<file path="src/rtl/flexcounter_pkg.sv">
// Shared types and defaults for the multi-channel flex counter.
// Mode encoding is fixed because firmware writes it directly into the mode field.
package flexcounter_pkg;

    typedef enum logic [1:0] {
        MODE_WRAP    = 2'd0,
        MODE_ONESHOT = 2'd1,
        MODE_DOWN    = 2'd2,
        MODE_RSVD    = 2'd3
    } mode_t;

    localparam int DEF_COUNTSIZE = 1024;

endpackage

</file>
<file path="src/rtl/flexcounter_chan.sv">
// One flex counter channel: wrap, one-shot or down-reload counting with a
// combinational terminal event (used for cascading) and a registered strobe.
module flexcounter_chan
    import flexcounter_pkg::*;
#(
    parameter int COUNTWIDTH = 10
) (
    input  logic                  clk,
    input  logic                  nRST,
    input  logic                  adv,
    input  logic                  clear,
    input  mode_t                 mode,
    input  logic [COUNTWIDTH-1:0] maxCount,
    output logic [COUNTWIDTH-1:0] count,
    output logic                  term,
    output logic                  strobe,
    output logic                  done
);

    localparam logic [COUNTWIDTH-1:0] ONE = COUNTWIDTH'(1);

    logic [COUNTWIDTH-1:0] next_count;
    logic                  next_done;

    always_comb begin
        term       = 1'b0;
        next_count = count;
        next_done  = done;
        if (clear) begin
            next_count = (mode == MODE_DOWN) ? maxCount : '0;
            next_done  = 1'b0;
        end else if (adv) begin
            case (mode)
                MODE_ONESHOT: begin
                    if (!done) begin
                        if (count >= maxCount) begin
                            term       = 1'b1;
                            next_count = maxCount;
                            next_done  = 1'b1;
                        end else begin
                            next_count = count + ONE;
                        end
                    end
                end
                MODE_DOWN: begin
                    if (count == '0) begin
                        term       = 1'b1;
                        next_count = maxCount;
                    end else begin
                        next_count = count - ONE;
                    end
                end
                default: begin
                    // >= rather than == so a lowered terminal value still wraps
                    if (count >= maxCount) begin
                        term       = 1'b1;
                        next_count = '0;
                    end else begin
                        next_count = count + ONE;
                    end
                end
            endcase
        end
    end

    always_ff @(posedge clk or negedge nRST) begin
        if (!nRST) begin
            count  <= '0;
            done   <= 1'b0;
            strobe <= 1'b0;
        end else begin
            count  <= next_count;
            done   <= next_done;
            strobe <= term;
        end
    end

endmodule

</file>
<file path="src/rtl/flexcounter_multi.sv">
// NCHAN independent flex counters; channel i can advance on channel i-1's
// terminal event, so a cascade chain ripples within a single cycle.
module flexcounter_multi
    import flexcounter_pkg::*;
#(
    parameter int NCHAN      = 4,
    parameter int COUNTSIZE  = DEF_COUNTSIZE,
    parameter int COUNTWIDTH = $clog2(COUNTSIZE)
) (
    input  logic                        clk,
    input  logic                        nRST,
    input  logic [NCHAN-1:0]            enableCounter,
    input  logic [NCHAN-1:0]            clear,
    input  logic [NCHAN-1:0]            cascade,
    input  logic [2*NCHAN-1:0]          mode,
    input  logic [NCHAN*COUNTWIDTH-1:0] maxCount,
    output logic [NCHAN-1:0]            strobe,
    output logic [NCHAN*COUNTWIDTH-1:0] count,
    output logic [NCHAN-1:0]            done
);

    logic unused_cascade0;
    assign unused_cascade0 = cascade[0];

    for (genvar i = 0; i < NCHAN; i++) begin : g_chan
        logic adv_w;
        logic term_w;

        // Per-channel scalars keep the ripple chain free of false loops.
        if (i == 0) begin : g_first
            assign adv_w = enableCounter[0];
        end else begin : g_next
            assign adv_w = enableCounter[i] & (cascade[i] ? g_chan[i-1].term_w : 1'b1);
        end

        flexcounter_chan #(
            .COUNTWIDTH (COUNTWIDTH)
        ) u_chan (
            .clk      (clk),
            .nRST     (nRST),
            .adv      (adv_w),
            .clear    (clear[i]),
            .mode     (mode_t'(mode[2*i +: 2])),
            .maxCount (maxCount[i*COUNTWIDTH +: COUNTWIDTH]),
            .count    (count[i*COUNTWIDTH +: COUNTWIDTH]),
            .term     (term_w),
            .strobe   (strobe[i]),
            .done     (done[i])
        );
    end

endmodule

</file>
<file path="config.mk">
export PLATFORM = sky130hd
export DESIGN_NAME = flexcounter_multi
export DESIGN_NICKNAME = d
export VERILOG_FILES = /design/src/rtl/flexcounter_pkg.sv /design/src/rtl/flexcounter_chan.sv /design/src/rtl/flexcounter_multi.sv
export SDC_FILE = /design/constraint.sdc
export NUM_CORES = 1
export LEC_CHECK = 0
export CORE_ASPECT_RATIO = 0.8
export CORE_MARGIN = 1
export CORE_UTILIZATION = 54
export DETAILED_ROUTE_END_ITERATION = 10
export GPL_TIMING_DRIVEN = 0
export PLACE_DENSITY = 0.82
export RECOVER_POWER = 50
export REMOVE_ABC_BUFFERS = 1
export SKIP_CTS_REPAIR_TIMING = 1
export SYNTH_ARGS = -nofsm -noshare
export SYNTH_HDL_FRONTEND = slang
export SYNTH_HIERARCHICAL = 1
export SYNTH_SLANG_ARGS = --single-unit
</file>
<file path="constraint.sdc">
create_clock -name clk -period 4.9 [get_ports clk]
set_input_delay 0.98 -clock clk [delete_from_list [all_inputs] [get_ports clk]]
set_output_delay 0.98 -clock clk [all_outputs]
set_load 0.005 [all_outputs]
</file>
==> flow_summary.toml <==
[route]
antenna_left = 0
via_per_inst = 6.41
wl_um = 17100
remaining_drc_errors = 0
vias = 6273
drt_iter0_drc = 554
first_pass_iters = 5
avgRoutedWirePerCell_um = 17.5

[synthesis]
synth_compound_area_share_pct = 25.0
synthSimpleGateAreaFrac_pct = 27.7
netlist_area_um2 = 5820
yosys.area_share.xor_xnor_pct = 4.81
synthAdderAreaFrac_pct = 12.0
synth_cell_types = 59
yosysSeqAreaShare_pct = 20.6
synth_top_family_by_area = "simple AND/OR/NAND/NOR gates"
muxShareOfSynthArea_pct = 0.859
synth_top_area_cell = "dfrtp_1"
syn_area_per_cell_um2 = 7.69
synth_cells = 757
synth_warnings = 6
synth_seq_cells = 48
async_flop_share_pct = 100
synth_top_area_share_pct = 20.6
synth_edf_count = 0
ys.flop_type = "dfrtp_1"
synthTopCellsByArea = "dfrtp_1 (21%), ha_1 (12%), o21ai_0 (4.3%), inv_1 (4.0%), nand2_1 (4.0%)"

[worst_setup_path]
critPathKind = "in -> reg"
reg2reg_slack_ns = 0.68
crit_arrival_ns = 4.85
critPathRequiredTime_ns = 5.07
crit_path_end_kind = "flip-flop"
r2r_end = "g_chan[3].u_chan/count[8]"
worst_r2r_path_depth = 20
reg2reg_from = "g_chan[0].u_chan/count[0]"
crit_fanout = 5
crit_end = "g_chan[3].u_chan/count[8]"
crit_start = "maxCount[8]"
start_kind = "input pin"

[cts]
clkTransAtPathRegs_ns = 0.07
cts_root_buf = "clkbuf_16"
cts_buffers = 5
clock_latency_ns = 0.29
cts_sinks = 48
cts_tree = "built"
h-tree-depth = 2
clock_path_buffers = 2

[timing]
relSlewSlack_pct = 4.96
post-route-period-util_pct = 95.5
hold_ws_ns = 0.606
fin_crit_ns = 4.68
worst_pin_slew_ns = 1.43
slew_viol_final = 0
finalSetupViolCount = 0
worst_clock_skew_ns = 0.00451
hold_viol = 0
fmax_ghz = 0.214
rsz0062_at_grt = "no"

[final_layout]
multi_input_area_um2 = 4180
final_core_util_pct = 68.5
num-fill-cells = 854
area_growth_pct = 21.8
seq_area_um2 = 1200
nets = 956
drive_gt1_share_pct = 6.91
diodes = 0
stdcell_count = 979

[power_and_ir_drop]
ir_drop_uv = 162
power.density_nw_per_um2 = 263
cellLeakagePower_nw = 3.12

[grt]
grt_max_degree = 26
grt_pass1_wl_um = 28000
antenna_found_initial = 0
overflow = 0
grt_use_total_pct = 30.6
grt_pass1_vias = 5696

[die]
initial_core_util_pct = 56.2
die_area_um2 = 11200
dieWidth_um = 118
core-area_um2 = 10400
die_height_um = 94.9
io_pins = 110
rows = 33

[outcome]
outcome = "completed"

[job]
cap_viol_max_count = 0

[placed_design]
placed_cells = 964
port_buffers = 108
place_congestion = 0.934
dp_hpwl_um = 12900

[worst_hold_path]
min_path_type = "reg -> reg"
==> Yosys cell counts, drive strengths merged (7+ instances only) <==
cell,number
or4,11
a21o,8
xor2,10
xnor2,22
and2,9
a21oi,45
nor3,38
dfrtp,48
a211oi,12
nor2b,14
clkbuf,19
and3,17
or2,9
o22ai,9
nand4,8
nand2,62
o41ai,9
a221o,19
a221oi,9
buf,23
o31ai,7
nand2b,9
o21ai,51
nand3,36
ha,56
or3,13
inv,62
a31oi,10
nor2,61
==> through the flow <==
| step | area [um2] | setup slack, ns | TNS [ns] | total power, mW |
|---|---|---|---|---|
| detailed placement | 6810 | -1.06 | -13.68 | 1.44 |
| global placement | 6790 | -0.819 | -10.45 | 1.40 |
| global route | 7090 | 0.0225 | 0 | 1.98 |
| CTS | 6970 | -0.762 | -7.71 | 1.84 |
| finish | 7090 | 0.221 | 0 | 1.86 |
| floorplan | 5540 | 0.609 | 0 | 1.09 |
==> flip-flops by register name, summed over array words and instances, names as in the netlist <==
register / count
g_chan.u_chan/strobe: 4
g_chan.u_chan/done: 4
g_chan.u_chan/count: 40
==> logic make-up (layout without fill, tap and decap cells) <==
| logic type | after synthesis | in the layout |
|---|---|---|
| mux | 5 | 5 |
| xor+xnor | 32 | 32 |
| fa+ha+maj | 56 | 56 |
| buf+inv | 104 | 186 |
| simple gates | 298 | 298 |
| compound gates | 214 | 214 |
| flops | 48 | 48 |
==> placed cells by master, fill, tap and decap left out, types with 5 or more instances in the layout <==
master           netlist  layout
nand3_1               36      36
dlygate4sd3_1          0      24
nand4_1                5       5
a21o_1                 8       7
a221o_1               18      18
nand2_1               62      61
o22ai_1                9       9
nand2b_1               9       8
a221oi_1               9       7
clkdlybuf4s50_1        0      82
o31ai_1                6       6
dfrtp_1               48      48
a211o_1                5       5
xor2_1                10      10
nor2_1                61      60
a31oi_1               10      10
xnor2_1               22      22
and3_1                17      17
clkbuf_16              0       5
nor3_1                33      33
or3_1                  9       9
o21ai_0               50      47
nor2b_1               14      13
a22o_1                 6       6
or2_2                  5       5
mux2i_1                5       5
a211oi_1              11      10
o41ai_1                9       9
inv_1                 62      62
buf_4                  0       6
a21oi_1               44      40
and2_1                 9       9
or4_1                 10      10
ha_1                  56      56
a311oi_1               6       5
==> critical path: stages <==
cell             delay [ns]
clkdlybuf4s50_1        0.51
inv_1                  0.07
ha_1                   0.29
o21ai_0                0.08
nor2_1                 0.20
a311oi_2               0.11
nand2_2                0.15
o21ai_2                0.08
a21oi_2                0.15
inv_1                  0.06
a21boi_2               0.16
nand2b_1               0.12
a21oi_2                0.19
inv_1                  0.08
a21boi_2               0.19
nand2b_1               0.12
a21oi_2                0.14
inv_1                  0.09
a21boi_2               0.19
a21o_2                 0.21
o21ai_1                0.10
a211o_1                0.29
o32a_1                 0.30
==> cell type report <==
cell class,count,area share (%)
repair buffers,116,16.0
inverters,62,3.28
clock buffers,6,1.82
flip-flops and latches,48,16.9
clock inverters,2,0.494
well taps,140,2.47
multi-input cells,605,59.0
==> metal layers <==
layer,track usage (%),part of all wire (%),up-vias
li1,-,-,2942
met1,42.4,43,2925
met2,49.4,45,374
met3,4.89,9.8,32
met4,8.44,1.8,0
met5,0,0,-
==> report_power, final <==
group	total (mW)	internal (mW)	leakage, nW	switching (mW)
logic	0.864	0.412	2.41	0.452
clock network	0.398	0.241	0.0808	0.158
registers	0.601	0.447	0.629	0.154
total	1.86	1.10	3.12	0.764
==> how the worst min path moves through the flow <==
stage | startpoint | end | slack (ns) | cells past startpoint
finish | g_chan[2].u_chan/done | g_chan[2].u_chan/done | 0.61 | 2
detailed placement | g_chan[3].u_chan/done | g_chan[3].u_chan/done | 0.59 | 2
CTS | g_chan[3].u_chan/done | g_chan[3].u_chan/done | 0.60 | 2
global route | g_chan[1].u_chan/done | g_chan[1].u_chan/done | 0.66 | 2
global placement | g_chan[3].u_chan/done | g_chan[3].u_chan/done | 0.56 | 2
floorplan | g_chan[3].u_chan/done | g_chan[3].u_chan/done | 0.55 | 2
No activity file was read; power rests on OpenSTA's default activity.
